<file path="config.mk">
export PLATFORM = sky130hd
export DESIGN_NAME = sw_seq
export DESIGN_NICKNAME = d
export VERILOG_FILES = /design/src/rtl/sw_seq_pkg.sv /design/src/rtl/sw_seq_chan.sv /design/src/rtl/sw_seq.sv
export SDC_FILE = /design/constraint.sdc
export NUM_CORES = 1
export LEC_CHECK = 0
export BUFFER_PORTS_ARGS = -buffer_cell sky130_fd_sc_hd__buf_2
export CORE_MARGIN = 3
export CORE_UTILIZATION = 40
export CTS_CLUSTER_SIZE = 16
export DETAILED_ROUTE_END_ITERATION = 8
export GPL_TIMING_DRIVEN = 0
export PLACE_DENSITY = 0.55
export SYNTH_ARGS = -nofsm -noshare
export SYNTH_HDL_FRONTEND = slang
export SYNTH_SLANG_ARGS = --single-unit
</file>
<file path="constraint.sdc">
create_clock -name clk -period 5.25 [get_ports clk]
set_clock_uncertainty 0.05 [all_clocks]
set_input_delay 0.7875 -clock clk [delete_from_list [all_inputs] [get_ports clk]]
set_output_delay 0.7875 -clock clk [all_outputs]
set_load 0.005 [all_outputs]
</file>
<file path="src/rtl/sw_seq_pkg.sv">
// Shared types and defaults for the multi-channel switch sequencer.
// Dwell limiting is compiled in with SW_SEQ_DWELL_EN.
package sw_seq_pkg;

  typedef enum logic {
    SW_TIMED = 1'b0,
    SW_RELAY = 1'b1
  } sw_mode_e;

  localparam int SW_NCH   = 4;
  localparam int SW_DEPTH = 8;
  localparam int SW_TW    = 16;
  localparam int SW_VW    = 12;
  localparam int SW_DWELL = 4;

  // Channel bookkeeping fields are sized for DEPTH and DWELL up to 255.
  localparam int SW_CNT_W = 8;

  typedef struct packed {
    logic                sw_on;
    logic [SW_CNT_W-1:0] ptr;
    logic [SW_CNT_W-1:0] len;
    logic [SW_CNT_W-1:0] dwell;
  } sw_chan_st_t;

  function automatic logic [SW_CNT_W-1:0] sw_clamp_len(input logic [SW_CNT_W-1:0] len,
                                                        input int depth);
    sw_clamp_len = (len > SW_CNT_W'(depth)) ? SW_CNT_W'(depth) : len;
  endfunction

endpackage

</file>
<file path="src/rtl/sw_seq_chan.sv">
// One switch channel: schedule table, pointer, relay comparator and dwell down-counter.
// Dwell blocking is active only when SW_SEQ_DWELL_EN is defined.
module sw_seq_chan
  import sw_seq_pkg::*;
#(
  parameter int DEPTH = SW_DEPTH,
  parameter int TW    = SW_TW,
  parameter int VW    = SW_VW,
  parameter int DWELL = SW_DWELL
) (
  input  logic                   clk,
  input  logic                   rst_n,
  input  logic                   clr,
  input  logic                   mode,
  input  logic                   init,
  input  logic [TW-1:0]          now,
  input  logic                   tbl_we,
  input  logic [$clog2(DEPTH)-1:0] tbl_idx,
  input  logic [TW-1:0]          tbl_time,
  input  logic                   len_we,
  input  logic [$clog2(DEPTH):0] len_val,
  input  logic [VW-1:0]          vin,
  input  logic [VW-1:0]          vt,
  input  logic [VW-1:0]          vh,
  output logic                   sw_on,
  output logic                   sw_evt,
  output logic                   done
);

  localparam int AW = $clog2(DEPTH);

`ifdef SW_SEQ_DWELL_EN
  localparam logic DWELL_EN = 1'b1;
`else
  localparam logic DWELL_EN = 1'b0;
`endif

  // Loading DWELL-1 lets the next toggle land exactly DWELL edges after the last one.
  localparam logic [SW_CNT_W-1:0] DWELL_LOAD =
    (DWELL_EN && (DWELL > 1)) ? SW_CNT_W'(DWELL - 1) : '0;

  logic [TW-1:0] tbl_q [DEPTH];

  sw_chan_st_t st_q, st_d;
  logic        evt_q, evt_d;
  logic        done_q, done_d;
  sw_mode_e    mode_e;
  logic [VW:0] hi, lo;
  logic        timed_hit, relay_flip, allow;

  assign mode_e = sw_mode_e'(mode);

  always_ff @(posedge clk) begin
    if (tbl_we) tbl_q[tbl_idx] <= tbl_time;
  end

  always_comb begin
    hi = {1'b0, vt} + {1'b0, vh};
    lo = (vt > vh) ? {1'b0, vt - vh} : '0;

    timed_hit  = (mode_e == SW_TIMED) && (st_q.ptr < st_q.len) &&
                 (now >= tbl_q[st_q.ptr[AW-1:0]]);
    relay_flip = (mode_e == SW_RELAY) &&
                 (st_q.sw_on ? ({1'b0, vin} < lo) : ({1'b0, vin} > hi));
    allow      = (st_q.dwell == '0);

    st_d  = st_q;
    evt_d = 1'b0;

    if (st_q.dwell != '0) st_d.dwell = st_q.dwell - SW_CNT_W'(1);

    if ((timed_hit || relay_flip) && allow) begin
      st_d.sw_on = ~st_q.sw_on;
      st_d.dwell = DWELL_LOAD;
      evt_d      = 1'b1;
      if (timed_hit) st_d.ptr = st_q.ptr + SW_CNT_W'(1);
    end

    if (len_we) st_d.len = sw_clamp_len(SW_CNT_W'(len_val), DEPTH);

    // clr restarts the schedule but keeps lengths, so a same-cycle length write still lands.
    if (clr) begin
      st_d.sw_on = init;
      st_d.ptr   = '0;
      st_d.dwell = DWELL_LOAD;
      evt_d      = 1'b0;
    end

    done_d = !clr && (st_d.ptr >= st_d.len);
  end

  always_ff @(posedge clk) begin
    if (!rst_n) begin
      st_q   <= '{sw_on: init, ptr: '0, len: '0, dwell: DWELL_LOAD};
      evt_q  <= 1'b0;
      done_q <= 1'b0;
    end else begin
      st_q   <= st_d;
      evt_q  <= evt_d;
      done_q <= done_d;
    end
  end

  assign sw_on  = st_q.sw_on;
  assign sw_evt = evt_q;
  assign done   = done_q;

endmodule

</file>
<file path="src/rtl/sw_seq.sv">
// Multi-channel timed/hysteretic switch controller: time counter, cfg decode, channel array.
// Define SW_SEQ_DWELL_EN to enforce a minimum DWELL cycles between toggles per channel.
module sw_seq
  import sw_seq_pkg::*;
#(
  parameter int NCH   = SW_NCH,
  parameter int DEPTH = SW_DEPTH,
  parameter int TW    = SW_TW,
  parameter int VW    = SW_VW,
  parameter int DWELL = SW_DWELL
) (
  input  logic                     clk,
  input  logic                     rst_n,
  input  logic                     run,
  input  logic                     clr,
  input  logic                     cfg_we,
  input  logic [$clog2(NCH)-1:0]   cfg_ch,
  input  logic [$clog2(DEPTH)-1:0] cfg_idx,
  input  logic [TW-1:0]            cfg_time,
  input  logic                     cfg_len_we,
  input  logic [$clog2(DEPTH):0]   cfg_len,
  input  logic [NCH-1:0]           mode,
  input  logic [NCH-1:0]           init,
  input  logic [NCH*VW-1:0]        vin,
  input  logic [VW-1:0]            vt,
  input  logic [VW-1:0]            vh,
  output logic [NCH-1:0]           sw_on,
  output logic [NCH-1:0]           sw_evt,
  output logic [NCH-1:0]           done,
  output logic [TW-1:0]            now
);

  localparam int CW = $clog2(NCH);

  logic [TW-1:0]  now_q, now_d;
  logic [NCH-1:0] tbl_we, len_we;

  always_comb begin
    now_d = now_q;
    if (clr)                     now_d = '0;
    else if (run && (now_q != '1)) now_d = now_q + TW'(1);
  end

  always_ff @(posedge clk) begin
    if (!rst_n) now_q <= '0;
    else        now_q <= now_d;
  end

  assign now = now_q;

  always_comb begin
    tbl_we = '0;
    len_we = '0;
    for (int c = 0; c < NCH; c++) begin
      tbl_we[c] = cfg_we     && (cfg_ch == CW'(c));
      len_we[c] = cfg_len_we && (cfg_ch == CW'(c));
    end
  end

  for (genvar c = 0; c < NCH; c++) begin : g_ch
    sw_seq_chan #(
      .DEPTH(DEPTH),
      .TW   (TW),
      .VW   (VW),
      .DWELL(DWELL)
    ) u_chan (
      .clk     (clk),
      .rst_n   (rst_n),
      .clr     (clr),
      .mode    (mode[c]),
      .init    (init[c]),
      .now     (now_q),
      .tbl_we  (tbl_we[c]),
      .tbl_idx (cfg_idx),
      .tbl_time(cfg_time),
      .len_we  (len_we[c]),
      .len_val (cfg_len),
      .vin     (vin[c*VW +: VW]),
      .vt      (vt),
      .vh      (vh),
      .sw_on   (sw_on[c]),
      .sw_evt  (sw_evt[c]),
      .done    (done[c])
    );
  end

endmodule

</file>
==> results of run 1 <==
-- flip-flops by register name (all words and copies together), names as in the netlist --
signal,count
g_ch.u_chan.tbl_q,512
g_ch.u_chan.st_q,96
now,16
g_ch.u_chan.done,4
g_ch.u_chan.sw_evt,4
g_ch.u_chan.sw_on,4
-- worst max-delay path: stages, from the launching register on --
cell and delay, ns:
dfxtp_1 0.35, buf_6 0.20, buf_8 0.22, mux4_2 0.54, mux2i_1 0.19, ha_1 0.28, nand3_1 0.18, o21ai_0 0.14
a2111oi_2 0.53, o31ai_4 0.21, nand2_2 0.19, xor2_1 0.13, or2_2 0.29, ha_1 0.26, nand2b_1 0.14, a21o_1 0.17
a21o_1 0.18, a21oi_1 0.15, o21ai_0 0.13, a21oi_2 0.23, nor2_1 0.09
-- cell type report --
| class | instances | share of cell area (%) |
|---|---|---|
| tap | 1030 | 3.579 |
| buffer | 89 | 1.619 |
| sequential | 636 | 49.70 |
| clock inverter | 38 | 1.108 |
| timing repair buffer | 170 | 3.384 |
| inverter | 81 | 0.8443 |
| clock buffer | 87 | 5.156 |
| antenna | 6 | 0.04169 |
| multi-input combinational | 1396 | 34.57 |
-- power breakdown --
part | switching (mW) | leakage [nW] | internal [mW]
sequential | 0.0516 | 5.62 | 5.54
combinational | 0.704 | 6.32 | 0.448
clock | 2.09 | 1.10 | 2.71
total | 2.84 | 13.0 | 8.70
-- metrics by stage --
step,instances,power [mW]
after global routing,3529,12.01
final,3533,11.54
after floorplan,2202,6.431
after CTS,3525,11.66
after detailed placement,3400,6.849
after global placement,3368,6.793
-- cells in the mapped netlist, types with 8 or more instances --
library cell | n | area share, %
buf_4 | 12 | 0.29
o21a_1 | 12 | 0.29
a21o_1 | 38 | 0.92
a2111oi_0 | 9 | 0.26
nand4_1 | 29 | 0.59
nor3_1 | 31 | 0.50
mux4_2 | 128 | 9.3
or3_1 | 12 | 0.24
clkbuf_1 | 58 | 0.70
nor2b_1 | 32 | 0.65
a21oi_1 | 96 | 1.6
xor2_1 | 27 | 0.77
dfxtp_1 | 120 | 7.8
nand3_1 | 50 | 0.81
mux2_2 | 16 | 0.58
buf_1 | 13 | 0.16
ha_1 | 249 | 10
mux2i_1 | 80 | 2.6
a211oi_1 | 20 | 0.49
edfxtp_1 | 516 | 50
and4_1 | 8 | 0.23
and2_1 | 9 | 0.18
inv_1 | 80 | 0.97
a31oi_1 | 8 | 0.16
o21ai_0 | 48 | 0.78
and3_1 | 30 | 0.61
xnor2_1 | 39 | 1.1
nand2b_1 | 35 | 0.71
nand2_1 | 107 | 1.3
nand3b_1 | 12 | 0.29
nor2_1 | 186 | 2.3
-- cells by family after synthesis --
logic type | count (synthesis) | synth area share [%]
xor gates and xnor gates | 66 | 1.870
and+or+nand+nor | 574 | 9.242
AOI/OAI and AO/OA | 281 | 5.906
muxes | 224 | 12.50
DFF | 636 | 57.90
buffers and inverters | 170 | 2.368
adders and majority gates | 251 | 10.21
-- cell usage in the layout, fill, tap and decap left out, types with 18 or more instances in the layout --
cell,count
nor3_1,30
and3_1,30
nand2_1,106
mux2i_1,80
ha_1,249
xnor2_1,39
a21oi_1,92
a21o_1,38
buf_8,28
nor2b_1,32
nand4_1,29
clkbuf_1,47
inv_1,80
o21ai_0,47
nand3_1,50
a211oi_1,20
nor2_1,154
xor2_1,27
buf_4,18
buf_2,140
dfxtp_1,120
mux4_2,128
edfxtp_1,516
nor2_2,32
nand2b_1,35
clkbuf_16,71
-- metal layers --
metal	wire [um]	GRT usage (%)	vias up	part of all wire, %
li1	-	-	8954	-
met4	1989	5.697	0	2.4
met2	40440	34.81	497	49
met3	4448	3.767	120	5.4
met1	34890	26.20	9756	43
met5	0	0	-	0
-- path summary, 6_finish.rpt --
path / startpoint / to / slack [ns] / cells past startpoint
min reg2reg: g_ch[1].u_chan.st_q[13] / g_ch[1].u_chan.st_q[13] / 0.45 / 1
max: g_ch[0].u_chan.st_q[16] / g_ch[0].u_chan.done / 0.22 / 20
min: init[0] / g_ch[0].u_chan.sw_on / 0.41 / 2
max reg2reg: g_ch[0].u_chan.st_q[16] / g_ch[0].u_chan.done / 0.22 / 20
-- what timing repair did --
| item | in CTS | in global routing |
|---|---|---|
| resized for setup | 86 | 61 |
| buffers inserted | 0 | 2 |
| endpoints found under the setup margin | 10 | 4 |
| pin swaps | 0 | 2 |
==> flow_summary.rst, run 1 <==
.. list-table::
   :header-rows: 1

   * - Metric
     - Value
   * - Number of buffers created by CTS
     - between 70 and 80
   * - Number of clock sinks seen by CTS
     - approximately 640
   * - Vias
     - about 19k
   * - Worst slew margin relative to its limit
     - roughly a third
   * - Area enclosed by the die boundary
     - between 0.08 and 0.09 mm^2
   * - Antenna viol nets, final
     - 0
   * - Final setup violation count
     - 0
   * - Warnings, synthesis
     - 0
   * - Total of hold buffers inserted after clock tree synthesis
     - 0
   * - Count of flip-flops with a built-in enable after synthesis
     - between 500 and 600
   * - Number of buffers inserted by port buffering
     - roughly 140
   * - Smallest setup slack after layout
     - about 0.22 ns
   * - Filler instances
     - roughly 6.7k
   * - CP max FO
     - 10
   * - CP required
     - between 5 and 6 ns
   * - Total wirelength of the detailed-routed design
     - between 80000 and 90000 um
   * - Num rows
     - roughly 100
   * - Status
     - finished, final reports clean
   * - Vias per std cell
     - approximately 5.5
   * - Dpl cell area
     - approximately 0.033 mm^2
   * - Final Max Tran Viols
     - 0
   * - Max VDD drop
     - about 0.37 mV
   * - Nature of the critical path startpoint
     - flip-flop
   * - Maxcap violations
     - 0
   * - Average routed wire per standard cell
     - between 20 and 25 um
   * - Post-synthesis net count
     - around 2.6k
   * - Number of global-route vias before repair
     - between 20k and 25k
   * - Hold crit path type
     - in -> reg
   * - H-Tree Level Count
     - 3
   * - Number of iterations in the first detailed-routing pass
     - 5
   * - Share of synthesized area occupied by flip-flops and latches
     - 57.90%
   * - Share of final-layout standard cells stronger than drive strength 1
     - 21.55%
   * - Total count of hold-check failures in the final report
     - 0
   * - HPWL after detailed placement
     - just under 60000 um
   * - Post-Syn Instances
     - ~2.2k
   * - Final period util
     - a little over nine tenths
   * - Wire length of the first global-routing pass
     - around 120000 um
   * - Area growth from synthesis to final layout
     - 16.51%
   * - Initial antenna violation count
     - 9
   * - Post-synthesis async set-or-reset flop share
     - 0%
   * - Die outline width
     - 284.0 um
   * - Die Height
     - approximately 280 um
   * - Core region area
     - 0.07620 mm^2
   * - Pwr Density
     - around 320 mW/mm^2
   * - Time the final worst path needs with I/O delays and setup
     - 5.027 ns
   * - Final Hold Slack
     - between 0.4 and 0.5 ns
   * - Final routed DRC violation total
     - 0
   * - Area of all sequential standard cells
     - 0.01790 mm^2
   * - Effective utilization at floorplan
     - about 40%
   * - Clock tree from TritonCTS
     - yes
   * - Design Area, Final
     - 0.03601 mm^2
   * - Minimum setup slack after placement
     - -1.743 ns
   * - Worst skew pair latency
     - between 0.6 and 0.7 ns
   * - Pin count of the biggest net entering global routing
     - 33
   * - Category of the critical setup timing path
     - reg -> reg
   * - Violation count after the first detailed-routing iteration
     - 1371
   * - Total negative setup slack
     - 0 ns
   * - Total routing resource utilization after global routing
     - between 20% and 30%
   * - Flops & latches, synth
     - ~640
   * - Distinct cell type count of the synthesized netlist
     - between 70 and 80
   * - Most used DFF post-synth
     - edfxtp_1
   * - Cell area after synthesis
     - between 0.03 and 0.04 mm^2
   * - Core occupancy in the finished layout
     - between 40% and 50%
   * - Transition time of the tightest slew-check pin
     - just under 1 ns
   * - Area taken by multi-input logic gates
     - around 0.012 mm^2
   * - I/O pin count
     - ~140
   * - Arrival time of data at the critical path endpoint
     - around 5.4 ns
   * - Crit path capture type
     - flip-flop
   * - Clk root buf
     - clkbuf_16
   * - Gpl congestion
     - around 0.86
   * - Clock-pin slew on the worst setup and hold paths
     - 0.06 ns
   * - Leftover overflow at the end of global routing
     - 0
   * - Per-instance average area after synthesis
     - between 10 and 15 um^2
   * - Max Buffers Root-to-Sink
     - 3
   * - P_leak
     - ~13 nW
   * - Nets
     - 2807
   * - Fmax
     - roughly 200 MHz
Power figures use the tool's default switching activity.
==> run 2: changes to the inputs <==
--- a/config.mk
+++ b/config.mk
@@ -5,8 +5,8 @@
 export SDC_FILE = /design/constraint.sdc
 export NUM_CORES = 1
 export LEC_CHECK = 0
-export BUFFER_PORTS_ARGS = -buffer_cell sky130_fd_sc_hd__buf_2
-export CORE_MARGIN = 3
+export BUFFER_PORTS_ARGS = -buffer_cell sky130_fd_sc_hd__buf_4
+export CORE_MARGIN = 5
 export CORE_UTILIZATION = 40
 export CTS_CLUSTER_SIZE = 16
 export DETAILED_ROUTE_END_ITERATION = 8
==> run 2 against run 1 <==
  * Sequential power about the same
  * Critical path depth unchanged
  * Global-route usage decreased by 0.36 points
  * Clock power decreased by 3%
  * Sequential cell count unchanged
==> flow_summary.rst, run 2 (synthesized netlist as in run 1, its figures left out) <==
.. list-table::
   :header-rows: 1

   * - Metric
     - Value
   * - Die outline width
     - 288.0 um (+1.4%)
   * - Final cell count without fillers
     - 3536 (+0.085%)
   * - Maxcap violations
     - 0 (unchanged)
   * - R2R Setup Slk
     - 0.25 ns (+0.02 ns)
   * - Core region area
     - 0.07708 mm^2 (+1.2%)
   * - Final Max Tran Viols
     - 0 (unchanged)
   * - Antenna viol nets, final
     - 0 (unchanged)
   * - Worst slew margin relative to its limit
     - 42.25% (+7.9 points)
   * - Clock-pin slew on the worst setup and hold paths
     - 0.06 ns (about the same)
   * - Gpl congestion
     - 0.8775 (+2.4%)
   * - Diodes inserted
     - 0 (-6)
   * - Smallest setup slack after layout
     - 0.2477 ns (+0.02492 ns)
   * - Share of final-layout standard cells stronger than drive strength 1
     - 21.11% (-0.43 points)
   * - Hold crit path type
     - in -> reg
   * - Final routed DRC violation total
     - 0 (unchanged)
   * - I/O pin count
     - 139 (unchanged)
   * - Number of clock sinks seen by CTS
     - 636 (unchanged)
   * - Total count of hold-check failures in the final report
     - 0 (unchanged)
   * - Total wirelength of the detailed-routed design
     - 82990 um (+1.5%)
   * - HPWL after detailed placement
     - 60090 um (+1.0%)
   * - Clock tree from TritonCTS
     - yes
   * - Nature of the critical path startpoint
     - flip-flop
   * - Wire length of the first global-routing pass
     - 123400 um (+0.86%)
   * - Vias per std cell
     - 5.438 (-0.59%)
   * - Violation count after the first detailed-routing iteration
     - 1189 (-13%)
   * - Num rows
     - 102 (+0.99%)
   * - Effective utilization at floorplan
     - 40.10% (-0.46 points)
   * - Status
     - finished, final reports clean
   * - Pwr Density
     - 315.2 mW/mm^2 (-1.7%)
   * - Vias
     - 19.23k (-0.51%)
   * - Total routing resource utilization after global routing
     - 19.87% (-0.36 points)
   * - Critical R2R Launch
     - g_ch[3].u_chan.st_q[17]
   * - Most used cells in the layout excluding fill and tap cells
     - 516 x edfxtp_1, 249 x ha_1, 154 x nor2_1
   * - P_leak
     - 13.12 nW (+0.60%)
   * - Number of global-route vias before repair
     - 20.07k (+0.18%)
   * - Internal
     - 8.659 mW (-0.49%)
   * - Core occupancy in the finished layout
     - 47.14% (-0.12 points)
   * - Clock power share
     - 40.8% (-0.8 points)
   * - Transition time of the tightest slew-check pin
     - 0.8651 ns (-0.1182 ns)
   * - Crit path capture type
     - flip-flop
   * - Arrival time of data at the critical path endpoint
     - 5.43 ns (about the same)
   * - Area growth from synthesis to final layout
     - 17.57%
   * - Min-delay src
     - init[2]
   * - Number of buffers inserted by port buffering
     - 136 (unchanged)
   * - Sw Ratio
     - 24.41% (-0.21 points)
   * - Worst setup path start
     - g_ch[3].u_chan.st_q[17]
   * - Worst Hold Endpoint
     - g_ch[2].u_chan.sw_on
   * - Power dissipated by switching net loads
     - 2.796 mW (-1.6%)
   * - Final setup violation count
     - 0 (unchanged)
   * - Worst skew pair latency
     - 0.63 ns (about the same)
   * - Nets
     - 2804 (-0.11%)
   * - Number of iterations in the first detailed-routing pass
     - 6 (+1)
   * - Post-Place Cells
     - 3410 (+0.29%)
   * - Time the final worst path needs with I/O delays and setup
     - 5.002 ns (-0.02492 ns)
   * - Cell count of the worst hold path
     - 2 (unchanged)
   * - Most common cell after layout, fill and taps aside
     - edfxtp_1
   * - Depth of the worst register-to-register path
     - 20 (unchanged)
   * - Clk root buf
     - clkbuf_16
   * - Final period util
     - 95.28% (-0.47 points)
   * - Minimum setup slack after placement
     - -1.263 ns (+0.4799 ns)
   * - Number of flip-flops under the largest register name
     - 512 (unchanged)
   * - Reg with most FFs
     - g_ch.u_chan.tbl_q
   * - Max VDD drop
     - 0.2733 mV (-26%)
   * - Average routed wire per standard cell
     - 23.47 um (+1.4%)
   * - Leftover overflow at the end of global routing
     - 0 (unchanged)
   * - Area enclosed by the die boundary
     - 0.08293 mm^2 (+2.8%)
   * - Category of the critical setup timing path
     - reg -> reg
   * - CP max FO
     - 10 (unchanged)
   * - Combinational power share
     - 10.4% (+0.4 points)
   * - Initial antenna violation count
     - 4 (-5)
   * - Number of buffers created by CTS
     - 68 (-4.2%)
   * - Pin count of the biggest net entering global routing
     - 33 (unchanged)
   * - CP required
     - 5.68 ns (+0.02 ns)
   * - Fmax
     - 199.9 MHz (+0.50%)
   * - Max Buffers Root-to-Sink
     - 3 (unchanged)
   * - Total of hold buffers inserted after clock tree synthesis
     - 0 (unchanged)
   * - H-Tree Level Count
     - 3 (unchanged)
   * - Flop pwr share
     - 48.8% (+0.3 points)
   * - Die Height
     - 288.0 um (+1.4%)
   * - Capture instance of the worst register-to-register path
     - g_ch[3].u_chan.done
[run 2: cell types whose count changed in the layout (fill, tap and decap cells not counted), sizes merged]
cell           change
clkinvlp           -1
clkbuf             +9
diode              -6
clkinv             -6
buf                -4
clkdlybuf4s15      +1
[run 2: layout make-up]
| type | count | area (um^2) |
|---|---|---|
| Fill cell | 6860 | 40750 |
| Multi-Input combinational cell | 1396 | 12450 |
| Timing Repair Buffer | 170 | 1613 |
| Clock inverter | 31 | 331.6 |
| Inverter | 81 | 304.0 |
| Buffer | 89 | 603.1 |
| Clock buffer | 93 | 1836 |
| Tap cell | 1040 | 1301 |
| Sequential cell | 636 | 17900 |
[run 2: per-stage QoR]
step                cell area (um^2)  hold WS (ns)  setup TNS, ns  power [mW]
detailed placement             33890        0.4404         -6.099       6.890
floorplan                      30910        0.4173              0       6.431
global route                   36340        0.4062       -0.02718       11.92
global placement               33230        0.4321         -6.719       6.836
finish                         36340        0.4247              0       11.45
CTS                            36210        0.3891              0       11.57
[run 2: timing repair]
| action | CTS | global route |
|---|---|---|
| setup buffers | 1 | 1 |
| resized for setup | 88 | 59 |
| setup endpoints to repair | 8 | 5 |
| pin swaps | 1 | 1 |
[run 2: worst max-delay path by stage]
stage	slack [ns]	cells after the start	endpoint
floorplan	0.47	20	g_ch[2].u_chan.done
global placement	-1.74	19	g_ch[0].u_chan.done
detailed placement	-1.26	21	g_ch[1].u_chan.done
CTS	0.008	21	g_ch[1].u_chan.done
global route	-0.03	21	g_ch[1].u_chan.done
finish	0.25	20	g_ch[3].u_chan.done
[run 2: layer usage]
layer / up-vias / global-route usage (%) / share of wire, %
met5: - / 0 / 0.042
met4: 6 / 4.860 / 2.2
met3: 122 / 3.317 / 4.9
met2: 473 / 35.25 / 51
met1: 9691 / 25.48 / 42
li1: 8937 / - / -
[run 2: worst max-delay path: stages, from the launching register on]
cell and delay (ns):
dfxtp_1 0.35, clkbuf_1 0.35, buf_2 0.40, mux4_2 0.36, mux2i_1 0.22, ha_1 0.27
and2_1 0.15, a221oi_1 0.34, o21ai_0 0.19, a21oi_2 0.24, nor3_1 0.13, xnor2_1 0.18
or2_2 0.30, ha_1 0.26, nand2b_1 0.14, a21o_1 0.18, a21o_1 0.19, a21oi_1 0.13
o21ai_0 0.13, a21oi_1 0.22, nor2_1 0.09
[run 2: power groups by stage]
stage	Sequential [mW]	Combinational [mW]	Clock, mW
floorplan	5.68	0.747	0
global placement	5.69	1.14	0
detailed placement	5.70	1.19	0
CTS	5.59	1.20	4.78
global route	5.60	1.33	4.99
finish	5.59	1.19	4.67
==> run 3: changes to the inputs <==
--- a/config.mk
+++ b/config.mk
@@ -12,6 +12,7 @@
 export DETAILED_ROUTE_END_ITERATION = 8
 export GPL_TIMING_DRIVEN = 0
 export PLACE_DENSITY = 0.55
+export RECOVER_POWER = 100
 export SYNTH_ARGS = -nofsm -noshare
 export SYNTH_HDL_FRONTEND = slang
 export SYNTH_SLANG_ARGS = --single-unit
==> run 3 against run 2 <==
  * The flow now finishes with violations (capacitance limit, slew limit)
  * Core utilization is 0.81 points lower
  * Sequential share of layout area up 0.86 points
  * Wire length rose by 0.11%
  * Critical path depth stayed put
  * Sequential power is essentially flat
  * Worst hold slack lost 0.00069 ns
  * Critical endpoint unchanged
==> flow_summary.rst, run 3 (synthesized netlist as in run 1, its figures left out) <==
.. list-table::
   :header-rows: 1

   * - Metric
     - Value
   * - Cells along the critical path
     - clkbuf_1 -> buf_2 -> mux4_2 -> mux2i_1 -> ha_1 -> and2_1 -> a221oi_1 -> o21ai_0 -> a21oi_2 -> nor3_1 -> xnor2_1 -> or2_2 -> ha_1 -> nand2b_1 -> a21o_1 -> a21o_1 -> a21oi_1 -> o21ai_0 -> a21oi_1 -> nor2_1
   * - Number of clock sinks seen by CTS
     - 636 (unchanged)
   * - Arrival time of data at the critical path endpoint
     - 5.45 ns (+0.02 ns)
   * - Reg with most FFs
     - g_ch.u_chan.tbl_q
   * - Depth of the worst register-to-register path
     - 20 (unchanged)
   * - Worst slew margin relative to its limit
     - -19.58% (-62 points)
   * - Filler instances
     - 6959 (+1.4%)
   * - Initial antenna violation count
     - 4 (unchanged)
   * - Die outline width
     - 288.0 um (unchanged)
   * - Worst skew pair latency
     - 0.63 ns (about the same)
   * - Total of hold buffers inserted after clock tree synthesis
     - 0 (unchanged)
   * - Critical Path Slowest Stage Cell
     - buf_2
   * - Most common cell after layout, fill and taps aside
     - edfxtp_1
   * - Num rows
     - 102 (unchanged)
   * - Max VDD drop
     - 0.2570 mV (-5.9%)
   * - I/O pin count
     - 139 (unchanged)
   * - Average routed wire per standard cell
     - 23.48 um (about the same)
   * - Number of iterations in the first detailed-routing pass
     - 6 (unchanged)
   * - Clock-pin slew on the worst setup and hold paths
     - 0.05 ns (about the same)
   * - Core region area
     - 0.07708 mm^2 (unchanged)
   * - Pin count of the biggest net entering global routing
     - 33 (unchanged)
   * - Vias per std cell
     - 5.438 (about the same)
   * - P_leak
     - 12.80 nW (-2.5%)
   * - Gpl congestion
     - 0.8775 (unchanged)
   * - Nets
     - 2804 (unchanged)
   * - Status
     - finished, violations left
   * - Wire length of the first global-routing pass
     - 123400 um (unchanged)
   * - Total count of hold-check failures in the final report
     - 0 (unchanged)
   * - HPWL after detailed placement
     - 60090 um (unchanged)
   * - Critical R2R Launch
     - g_ch[3].u_chan.st_q[17]
   * - Cell count of the worst hold path
     - 2 (unchanged)
   * - Category of cells accounting for the largest share of critical-path delay
     - compound AO/OA/AOI/OAI gates
   * - Final routed DRC violation total
     - 0 (unchanged)
   * - Number of flip-flops under the largest register name
     - 512 (unchanged)
   * - Violation count after the first detailed-routing iteration
     - 1185 (-0.34%)
   * - Antenna viol nets, final
     - 0 (unchanged)
   * - R2R Setup Slk
     - 0.23 ns (-0.02 ns)
   * - Maxcap violations
     - 14 (+14)
   * - CP max FO
     - 10 (unchanged)
   * - Pwr Density
     - 320.3 mW/mm^2 (+1.6%)
   * - Clk root buf
     - clkbuf_16
   * - Share of final-layout standard cells stronger than drive strength 1
     - 17.63% (-3.5 points)
   * - Final period util
     - 95.64% (+0.36 points)
   * - Time the final worst path needs with I/O delays and setup
     - 5.021 ns (+0.01898 ns)
   * - Die Height
     - 288.0 um (unchanged)
   * - Number of buffers created by CTS
     - 68 (unchanged)
   * - H-Tree Level Count
     - 3 (unchanged)
   * - Total wirelength of the detailed-routed design
     - 83080 um (+0.11%)
   * - Effective utilization at floorplan
     - 40.10% (unchanged)
   * - Fmax
     - 199.2 MHz (-0.38%)
   * - Final Hold Slack
     - 0.4240 ns (-0.0006870 ns)
   * - Final Max Tran Viols
     - 464 (+464)
   * - Most used cells in the layout excluding fill and tap cells
     - 516 x edfxtp_1, 249 x ha_1, 186 x nor2_1
   * - Min-delay src
     - init[2]
   * - Final setup violation count
     - 0 (unchanged)
   * - Category of the critical setup timing path
     - reg -> reg
   * - Number of global-route vias before repair
     - 20.07k (unchanged)
   * - CP required
     - 5.68 ns (about the same)
   * - Area enclosed by the die boundary
     - 0.08293 mm^2 (unchanged)
   * - Leftover overflow at the end of global routing
     - 0 (unchanged)
   * - Bufs and invs on worst path
     - 2 (unchanged)
   * - Transition time of the tightest slew-check pin
     - 1.794 ns (+0.9286 ns)
   * - Number of buffers inserted by port buffering
     - 136 (unchanged)
   * - Minimum setup slack after placement
     - -1.263 ns (unchanged)
   * - Capture instance of the worst register-to-register path
     - g_ch[3].u_chan.done
   * - Vias
     - 19.24k (+0.062%)
   * - Total routing resource utilization after global routing
     - 19.87% (unchanged)
   * - Crit path capture type
     - flip-flop
   * - Clock tree from TritonCTS
     - yes
   * - Failing checks
     - capacitance limit, slew limit
   * - Worst Hold Endpoint
     - g_ch[2].u_chan.sw_on
   * - Max Buffers Root-to-Sink
     - 3 (unchanged)
   * - Smallest setup slack after layout
     - 0.2287 ns (-0.01898 ns)
   * - CP peak stage delay
     - 0.40 ns (about the same)
   * - Area growth from synthesis to final layout
     - 15.55%
   * - Hold crit path type
     - in -> reg
   * - Nature of the critical path startpoint
     - flip-flop
==> run 3: how the worst max path moves through the flow <==
stage	endpoint	from	cells after the start
2_1_floorplan	g_ch[2].u_chan.done	g_ch[2].u_chan.st_q[16]	20
4_1_cts	g_ch[1].u_chan.done	g_ch[1].u_chan.st_q[17]	21
3_3_place_gp	g_ch[0].u_chan.done	g_ch[0].u_chan.st_q[16]	19
6_report	g_ch[3].u_chan.done	g_ch[3].u_chan.st_q[17]	20
5_1_grt	g_ch[1].u_chan.done	g_ch[1].u_chan.st_q[16]	21
3_5_place_dp	g_ch[1].u_chan.done	g_ch[1].u_chan.st_q[16]	21
==> run 3: layout make-up <==
| type | count | area (um^2) | share of cell area (%) |
|---|---|---|---|
| Sequential cell | 636 | 17900 | 50.11 |
| Tap cell | 1040 | 1301 | 3.643 |
| Inverter | 81 | 304.0 | 0.8513 |
| Multi-Input combinational cell | 1396 | 12370 | 34.64 |
| Clock buffer | 93 | 1836 | 5.139 |
| Timing Repair Buffer | 170 | 1074 | 3.006 |
| Clock inverter | 31 | 331.6 | 0.9284 |
| Antenna cell | 2 | 5.005 | 0.01401 |
| Buffer | 89 | 593.1 | 1.661 |
==> run 3: layer usage <==
layer | vias up | routed length (um) | global-route usage [%]
li1 | 8936 | - | -
met1 | 9717 | 35230 | 25.48
met3 | 127 | 4111 | 3.317
met4 | 6 | 1850 | 4.860
met5 | - | 35 | 0
met2 | 455 | 41860 | 35.25
==> run 3: where the power goes <==
group | switching (mW) | leakage (nW) | total [mW] | internal [mW]
combinational | 0.712 | 6.12 | 1.17 | 0.461
clock | 2.03 | 1.05 | 4.67 | 2.64
sequential | 0.0510 | 5.62 | 5.60 | 5.55
total | 2.79 | 12.8 | 11.4 | 8.65
==> run 3: stage by stage <==
stage	total power [mW]	instances	setup TNS (ns)	area [um^2]	util, %
CTS	11.57	3535	0	36210	46.98
detailed placement	6.890	3410	-6.099	33890	43.97
global route	11.90	3536	-0.02767	35710	46.33
floorplan	6.431	2202	0	30910	-
finish	11.44	3538	0	35710	46.33
global placement	6.836	3378	-6.719	33230	43.11
==> run 3: repair_timing <==
item | 4_1_cts | 5_1_grt
buffers inserted | 1 | 1
pin swaps | 1 | 1
resized for setup | 88 | 59
setup endpoints to repair | 8 | 5
gates cloned | 0 | 0
